**config.mk**
```make
export PLATFORM = sky130hd
export DESIGN_NAME = id_check_param
export DESIGN_NICKNAME = d
export VERILOG_FILES = /design/src/rtl/id_check_param.sv
export SDC_FILE = /design/constraint.sdc
export NUM_CORES = 1
export LEC_CHECK = 0
export BUFFER_PORTS_ARGS = -buffer_cell sky130_fd_sc_hd__buf_4
export CORE_MARGIN = 1.5
export CORE_UTILIZATION = 60
export CTS_CLUSTER_DIAMETER = 120
export DETAILED_ROUTE_END_ITERATION = 7
export PLACE_DENSITY = 0.84
export SLEW_MARGIN = 5
export SYNTH_ARGS = -nofsm -noshare
export SYNTH_HDL_FRONTEND = slang
export SYNTH_SLANG_ARGS = --single-unit
```
**constraint.sdc**
```tcl
create_clock -name Clk -period 4.2 [get_ports Clk]
set_clock_uncertainty 0.1 [all_clocks]
set_input_delay 0.63 -clock Clk [delete_from_list [all_inputs] [get_ports Clk]]
set_output_delay 0.63 -clock Clk [all_outputs]
set_load 0.02 [all_outputs]
```
**src/rtl/id_check_param.sv**
```systemverilog
// ---------------------------------------------------------------------------
// id_check_param
//
// Parametrised user-ID checker. Collects NUM_DIGITS digits (first digit in
// the most significant position), then scans an external synchronous-read
// ID table one address per cycle. A hit grants access and reports the table
// index. A miss pulses IDFail. MAX_FAILS consecutive misses start a lockout
// that lasts LOCK_CYCLES clocks.
//
// Ports
//   Clk            system clock, rising edge
//   Rst            synchronous reset, active low
//   InputSwitches  current digit value
//   EnterPswd      one-cycle pulse, latches InputSwitches as the next digit
//   LogOutPulse    one-cycle pulse, logs out (granted) / cancels entry (collect)
//   RomData        table entry for the RomAddr of the previous cycle
//   RomAddr        table read address
//   IDOK           access granted (level)
//   InternalID     matched table index, 0 unless IDOK
//   IDFail         one-cycle pulse on a failed search
//   Locked         lockout active
//   Busy           search in progress
//   DigitCount     digits collected in the current entry
// ---------------------------------------------------------------------------
module id_check_param #(
    parameter int DIGIT_W     = 4,
    parameter int NUM_DIGITS  = 4,
    parameter int NUM_USERS   = 32,
    parameter int ADDR_W      = 5,
    parameter int MAX_FAILS   = 3,
    parameter int LOCK_CYCLES = 1024
) (
    input  logic                            Clk,
    input  logic                            Rst,
    input  logic [DIGIT_W-1:0]              InputSwitches,
    input  logic                            EnterPswd,
    input  logic                            LogOutPulse,
    input  logic [NUM_DIGITS*DIGIT_W-1:0]   RomData,
    output logic [ADDR_W-1:0]               RomAddr,
    output logic                            IDOK,
    output logic [ADDR_W-1:0]               InternalID,
    output logic                            IDFail,
    output logic                            Locked,
    output logic                            Busy,
    output logic [$clog2(NUM_DIGITS+1)-1:0] DigitCount
);

    localparam int ID_W   = NUM_DIGITS * DIGIT_W;
    localparam int CNT_W  = $clog2(NUM_DIGITS + 1);
    localparam int FAIL_W = $clog2(MAX_FAILS + 1);
    localparam int LOCK_W = $clog2(LOCK_CYCLES + 1);

    localparam logic [CNT_W-1:0]  LAST_DIGIT = CNT_W'(NUM_DIGITS - 1);
    localparam logic [ADDR_W-1:0] LAST_ADDR  = ADDR_W'(NUM_USERS - 1);
    localparam logic [FAIL_W-1:0] FAIL_MAX   = FAIL_W'(MAX_FAILS);
    localparam logic [LOCK_W-1:0] LOCK_LOAD  = LOCK_W'(LOCK_CYCLES);

    typedef enum logic [2:0] {
        st_collect,
        st_search,
        st_granted,
        st_fail,
        st_locked
    } state_t;

    state_t              state,     state_nxt;
    logic [ID_W-1:0]     id_reg,    id_nxt;
    logic [CNT_W-1:0]    digit_cnt, digit_nxt;
    logic [ADDR_W-1:0]   rom_addr,  addr_nxt;
    logic                cmp_valid, cmp_valid_nxt;   // RomData holds a real entry this cycle
    logic [ADDR_W-1:0]   cmp_idx,   cmp_idx_nxt;     // address whose entry is on RomData
    logic [ADDR_W-1:0]   user_idx,  user_nxt;
    logic [FAIL_W-1:0]   fail_cnt,  fail_nxt;
    logic [LOCK_W-1:0]   lock_cnt,  lock_nxt;

    logic                hit;
    logic [FAIL_W-1:0]   fail_inc;

    // All-ones entries are empty slots and must never match, even if the
    // collected ID happens to be all ones as well.
    assign hit      = (RomData == id_reg) && (RomData != '1);
    assign fail_inc = (fail_cnt == FAIL_MAX) ? fail_cnt : fail_cnt + 1'b1;

    always_comb begin
        // NOTE: every signal gets a default before the case so no path leaves
        // it unassigned; otherwise synthesis infers a latch.
        state_nxt     = state;
        id_nxt        = id_reg;
        digit_nxt     = digit_cnt;
        addr_nxt      = rom_addr;
        cmp_valid_nxt = 1'b0;
        cmp_idx_nxt   = cmp_idx;
        user_nxt      = user_idx;
        fail_nxt      = fail_cnt;
        lock_nxt      = lock_cnt;

        unique case (state)
            st_collect: begin
                if (LogOutPulse) begin
                    id_nxt    = '0;
                    digit_nxt = '0;
                end else if (EnterPswd) begin
                    id_nxt = (id_reg << DIGIT_W) | ID_W'(InputSwitches);
                    if (digit_cnt == LAST_DIGIT) begin
                        state_nxt = st_search;
                        digit_nxt = '0;
                        addr_nxt  = '0;
                    end else begin
                        digit_nxt = digit_cnt + 1'b1;
                    end
                end
            end

            st_search: begin
                // Address is issued now; its data is compared next cycle.
                cmp_valid_nxt = 1'b1;
                cmp_idx_nxt   = rom_addr;
                if (rom_addr != LAST_ADDR)
                    addr_nxt = rom_addr + 1'b1;
                if (cmp_valid) begin
                    if (hit) begin
                        state_nxt = st_granted;
                        user_nxt  = cmp_idx;
                        fail_nxt  = '0;
                    end else if (cmp_idx == LAST_ADDR) begin
                        state_nxt = st_fail;
                    end
                end
            end

            st_granted: begin
                if (LogOutPulse) begin
                    state_nxt = st_collect;
                    user_nxt  = '0;
                end
            end

            st_fail: begin
                fail_nxt = fail_inc;
                if (fail_inc == FAIL_MAX) begin
                    state_nxt = st_locked;
                    lock_nxt  = LOCK_LOAD;
                end else begin
                    state_nxt = st_collect;
                end
            end

            st_locked: begin
                // Counter runs LOCK_CYCLES..1, giving exactly LOCK_CYCLES cycles.
                if (lock_cnt <= LOCK_W'(1)) begin
                    state_nxt = st_collect;
                    lock_nxt  = '0;
                    fail_nxt  = '0;
                end else begin
                    lock_nxt = lock_cnt - 1'b1;
                end
            end

            default: state_nxt = st_collect;
        endcase
    end

    // NOTE: sequential state uses non-blocking assignments so every register
    // samples the pre-edge values, independent of statement order.
    always_ff @(posedge Clk) begin
        if (!Rst) begin
            state     <= st_collect;
            id_reg    <= '0;
            digit_cnt <= '0;
            rom_addr  <= '0;
            cmp_valid <= 1'b0;
            cmp_idx   <= '0;
            user_idx  <= '0;
            fail_cnt  <= '0;
            lock_cnt  <= '0;
        end else begin
            state     <= state_nxt;
            id_reg    <= id_nxt;
            digit_cnt <= digit_nxt;
            rom_addr  <= addr_nxt;
            cmp_valid <= cmp_valid_nxt;
            cmp_idx   <= cmp_idx_nxt;
            user_idx  <= user_nxt;
            fail_cnt  <= fail_nxt;
            lock_cnt  <= lock_nxt;
        end
    end

    assign RomAddr    = rom_addr;
    assign IDOK       = (state == st_granted);
    assign InternalID = user_idx;
    assign IDFail     = (state == st_fail);
    assign Locked     = (state == st_locked);
    assign Busy       = (state == st_search);
    assign DigitCount = digit_cnt;

endmodule

```
Word-level counts from Yosys, hierarchy flattened

Index checks and enable logic that the tools add are counted.

Register bits: 51
Bits of input ports: 24
Output and inout port bits: 17
Word-level logic and storage cells: 82

$add $sub $neg: 4
Magnitude comparators: 1
Equality and inequality tests: 21
Multiplexer cells: 33
Bitwise logic cells: 1
Reductions and logical operators: 13

Operators by type and width:

| operator                                               | number |
|---|---|
| 2-to-1 mux 3 bit                                       | 12 |
| 2-to-1 mux 5 bit                                       | 7 |
| 2-to-1 mux 16 bit                                      | 2 |
| 2-to-1 mux 11 bit                                      | 2 |
| one-hot mux 11 bit (2 select lines)                    | 1 |
| one-hot mux 5 bit (2 select lines)                     | 2 |
| equality test 16 bit                                   | 1 |
| inequality test 16 bit (second input constant)         | 1 |
| OR 16 x 4 -> 16 bit                                    | 1 |
| one-hot mux 3 bit (5 select lines)                     | 1 |
| <= comparator 11 x 1 -> 1 bit (second input constant)  | 1 |
| subtractor 11 x 1 -> 11 bit (second input constant)    | 1 |
| inequality test 2 x 1 -> 1 bit (second input constant) | 5 |
| equality test 3 x 2 -> 1 bit (second input constant)   | 3 |
| 2-to-1 mux 2 bit                                       | 4 |
| inequality test 2 bit (second input constant)          | 4 |
| AND reduction 4 bit                                    | 2 |
| nonzero test 2 bit                                     | 4 |
| AND reduction 7 bit                                    | 1 |
| one-hot mux 2 bit (3 select lines)                     | 1 |
| adder 5 x 1 -> 5 bit (second input constant)           | 1 |
| equality test 5 bit (second input constant)            | 1 |
| inequality test 5 bit (second input constant)          | 1 |
| AND reduction 5 bit                                    | 1 |
| other kinds (11)                                       | 13 |

Depth between registers and ports, before layout

Depth in word-level cells: 5
Depth in mapped cells: 8
Depth with buffers taken out: 8

Worst setup path after synthesis

Ideal clock, no wire load.

Path kind: register to register
Start: register rom_addr[0] (netlist: RomAddr[0])
End: register rom_addr[2] (netlist: RomAddr[2])
Library setup time: 0.122 ns
Arrival time: 1.606 ns
Required time: 3.978 ns
Slack: 2.372 ns
Cell stages (with the launch flop): 8
Buffers on the path: 0
Period minus slack after synthesis: 1.828 ns
Path through: dfxtp_1 > ha_1 > and3_1 > ha_1 > nor2b_1 > o21ai_1 > o21ai_0 > a21boi_1

Word-level cells in the longest chain between the ends: 3
Elaborated cells on any way between the ends: 6
Classes of those cells: add/sub (1); eq/ne (2); mux (2); reduce/logical (1)

RTL lines:

| what                                                                             | line     | source |
|---|---|---|
| start: declaration                                                               | 69       | `logic [ADDR_W-1:0] rom_addr, addr_nxt;` |
| start signal: assignment                                                         | 180      | `rom_addr <= addr_nxt;` |
| adder 5 x 1 -> 5 bit / inequality test 5 bit (equally long branches)             | 119, 118 |  |
| 2-to-1 mux 5 bit / inequality test 2 x 1 -> 1 bit (equally long branches)        | n/a      |  |
| one-hot mux 5 bit (2 select lines) / AND reduction 5 bit (equally long branches) | n/a      |  |

Several ways; a longest one is shown, not always the timed one. The select of a mux whose other input is x is not followed.
A chain may end at the register's enable or synchronous reset.

Worst setup path in the final report

Start: register state[2]
End: output Busy

Word-level cells in the longest chain between the ends: 1

RTL lines:

| what                         | line | source |
|---|---|---|
| start: declaration           | 66   | `state_t state, state_nxt;` |
| start signal: assignment     | 167  | `state <= st_collect;` |
| start signal: assignment     | 177  | `state <= state_nxt;` |
| equality test 3 x 1 -> 1 bit | 194  | `assign Busy = (state == st_search);` |
| end: declaration             | 44   | `output logic Busy,` |

Every way passes these cells.

==> metrics.csv <==
stage;metric;value;unit
worst_setup_path;R2R Setup Slk;2.08;ns
routing;drt first pass iters;4;
clock_tree;clk_lat worst skew;0.30;ns
power;PD cells;285.4;nW/um^2
worst_hold_path;hold path endpoint;InternalID[3];
die;Die Ht;67.86;um
placement;# port buffers;40;
power;Leakage;1.227;nW
placement;area of placed instances;2835;sq um
layout;antenna fix cells;0;
clock_tree;CTS tree;done;
worst_setup_path;crit-path max FO;9;
synth;Compound-Gate Fraction of Synth Area;0.2092;
sta;Worst slew margin;0.5576;
global_routing;Global Route Usage Sum;0.2368;
worst_setup_path;Critical-path top delay cell;dfxtp_1;
global_routing;gr ovfl total;0;
sta;Max Clock Freq;0.4187;GHz
layout;Largest register FFs;16;
global_routing;met3 Use GR;0.03618;
worst_setup_path;Worst path max stage delay;0.38;ns
routing;Final ANT Viol Nets;0;
global_routing;initial antenna violation count;0;
sta;RSZ-0062 raised after global routing;false;
clock_tree;CTS root buf;clkbuf_8;
synth;Synth Warn #;0;
global_routing;met2 Resource Use GR;0.3983;
clock_tree;clock sinks;51;
synth;mux contribution to synthesized area;0.01983;
synth;Synth Instances;291;
clock_tree;post-CTS setup repair buffer count;0;
worst_setup_path;CP top delay family;simple AND/OR/NAND/NOR gates;
placement;Routability Congestion;0.8168;
die;core area;4029;sq um
sta;final cycle utilization of the critical path;0.5687;
routing;Initial DRC Count;146;
sta;TNS Setup;0;ns
status;outcome;completed;
synth;xor/xnor cell area share of the yosys netlist;0.05553;
routing;vias per cell;5.836;
die;# IOs;41;
synth;share of flip-flops with an asynchronous set or reset;0;
worst_setup_path;r2r endpoint;lock_cnt[8];
global_routing;first-pass GRT wire length;8418;um
global_routing;largest net degree at the start of global routing;55;
clock_tree;Clock Pin Slew Worst Setup and Hold Paths;0.09;ns
worst_setup_path;R2R depth;5;
clock_tree;H-tree levels;2;
worst_hold_path;worst hold start;InternalID[3];
layout;Final Cell Area;2930;sq um
worst_setup_path;Worst EP required;3.47;ns
synth;Post-Syn Nets;320;
synth;synth cell count leaders;51 x dfxtp_1, 40 x nand2_1, 22 x nor2b_1;
synth;library cells used by synthesis;45;
global_routing;GR Util met1;0.3122;
synth;post-synthesis sequential area ratio;0.4046;
placement;DP HPWL;3771;um
global_routing;GR peak layer;met2;
job;Max Cap Violations;0;
synth;Yosys reg bits;51;
synth;number of synthesized flops with an enable pin;0;
worst_setup_path;Crit Path Class;reg -> out;
power;maximum VDD drop;0.1641;mV
synth;post-synthesis simple-gate area fraction;0.2509;
clock_tree;Clock Path Buffers;2;
synth;Yosys top cell by area;dfxtp_1;
worst_hold_path;hold depth;2;
synth;syn_area_per_cell;8.672;sq um
sta;min cycle time layout;2.388;ns
synth;largest family of logic cells by synthesized area;simple AND/OR/NAND/NOR gates;
sta;hold_ws;0.3772;ns
routing;Vias;2200;
sta;Worst Max-Slew Pin Slew;0.6635;ns
sta;endpoints failing hold;0;
clock_tree;CTS Buf Count;5;
layout;Final nets;355;
layout;share of layout cells above drive strength 1;0.1682;
synth;cell area after synthesis;2524;sq um
die;DIE AREA;4604;sq um
worst_hold_path;hold crit path type;reg -> reg;
worst_setup_path;Critical R2R Launch;lock_cnt[7];
layout;synth-to-layout area growth;16.11;%
sta;max-slew violation total from the final report;0;
worst_setup_path;nature of the critical path endpoint;primary output;
synth;Synth Area in Adders;0.02479;
worst_setup_path;crit path cell chain;nor2_2, nand2_1, inv_2, buf_4;
routing;post-route DRC violation count;0;
synth;Synth top area share;0.4046;
clock_tree;hold buffer count at cts;0;
sta;Final setup viols;0;
die;Initial Utilization;0.6264;
clock_tree;CTS resizes;0;
synth;top-count cell post-synth;dfxtp_1;
worst_setup_path;critical path arrival;1.66;ns
die;DIE WIDTH;67.86;um
worst_setup_path;Buffers & Inverters on Critical Path;2;
routing;wire per inst;13.95;um
routing;Total Wirelength;5259;um
synth;synth top area cells;dfxtp_1 40%, nand2_1 5.9%, xnor2_1 5.6%;
die;row count;23;
worst_setup_path;CP Launch Type;flop;
synth;Synth Flop Type;dfxtp_1;
global_routing;vias in the first global route;1965;
[through the flow]
step | power (W) | util | cells | setup WS, ns
after floorplan | 0.0005306 | - | 291 | 2.372
after global placement | 0.0005566 | 0.7037 | 369 | 2.124
after detailed placement | 0.0005577 | 0.7037 | 369 | 2.032
after CTS | 0.0008402 | 0.7273 | 377 | 1.840
after global routing | 0.0008667 | 0.7273 | 377 | 1.673
final | 0.0008362 | 0.7273 | 377 | 1.812
[how the worst max path moves through the flow]
stage	start	end	slack [ns]	cells after the start
after global placement	lock_cnt[7]	lock_cnt[4]	2.12	5
after CTS	state[1]	Busy	1.84	4
after global routing	state[1]	Busy	1.67	4
after detailed placement	RomData[0]	InternalID[3]	2.03	6
final	state[2]	Busy	1.81	4
after floorplan	RomAddr[0]	RomAddr[2]	2.37	7
[tightest hold or removal path: cells and delay by family, from the launching register on]
kind / cells / cell delay [ns]
simple gates: 1 / 0.05
mux: 1 / 0.06
flops: 1 / 0.32
[cell usage in the layout (no fill, tap or decap), types with 2 or more instances in the layout]
master | Yosys | routed
buf_4 | 0 | 41
mux2i_1 | 5 | 5
a21o_1 | 2 | 2
and2_1 | 2 | 2
ha_1 | 5 | 5
nor3_1 | 4 | 4
and3_1 | 5 | 5
inv_2 | 2 | 2
o211a_1 | 5 | 5
clkbuf_8 | 0 | 6
nor3b_1 | 3 | 3
and2b_1 | 2 | 2
a21boi_1 | 12 | 12
xnor2_1 | 16 | 16
o21ai_1 | 6 | 6
o211ai_1 | 5 | 5
a31o_1 | 2 | 2
nor4_1 | 3 | 3
a22oi_1 | 17 | 17
nor2_2 | 2 | 2
a31oi_1 | 2 | 2
inv_1 | 6 | 6
nand2_1 | 40 | 40
nor2b_1 | 22 | 22
dfxtp_1 | 51 | 51
nor2_1 | 12 | 12
nand3_1 | 8 | 8
a21oi_1 | 7 | 7
o21ai_0 | 8 | 8
nand4_1 | 10 | 10
[kinds of logic after synthesis]
| group | after synthesis |
|---|---|
| multiplexers | 5 |
| buffers and inverters | 21 |
| XOR/XNOR | 16 |
| AND/OR/NAND/NOR | 120 |
| adder cells (fa/ha/maj) | 5 |
| flip-flops | 51 |
| AO/OA/AOI/OAI | 73 |
[layout make-up]
class | instances | area (sq um)
Inverter | 8 | 30.03
Multi-Input combinational cell | 219 | 1414
Clock inverter | 1 | 8.758
Tap cell | 50 | 62.56
Fill cell | 319 | 1099
Sequential cell | 51 | 1021
Timing Repair Buffer | 41 | 307.8
Clock buffer | 7 | 86.33
[power breakdown]
| group | leakage (nW) | switching (W) | internal [W] |
|---|---|---|---|
| clock network | 0.0484 | 0.000155 | 0.000135 |
| registers | 0.411 | 0.00000277 | 0.000486 |
| logic | 0.767 | 0.0000278 | 0.0000303 |
[per-layer routing]
layer,wire (um),part of all wire,vias up
met4,53,0.010,0
met1,2516,0.48,1033
li1,-,-,1109
met5,0,0,-
met2,2483,0.47,53
met3,206,0.039,5
(Power assumes the default switching activity.)
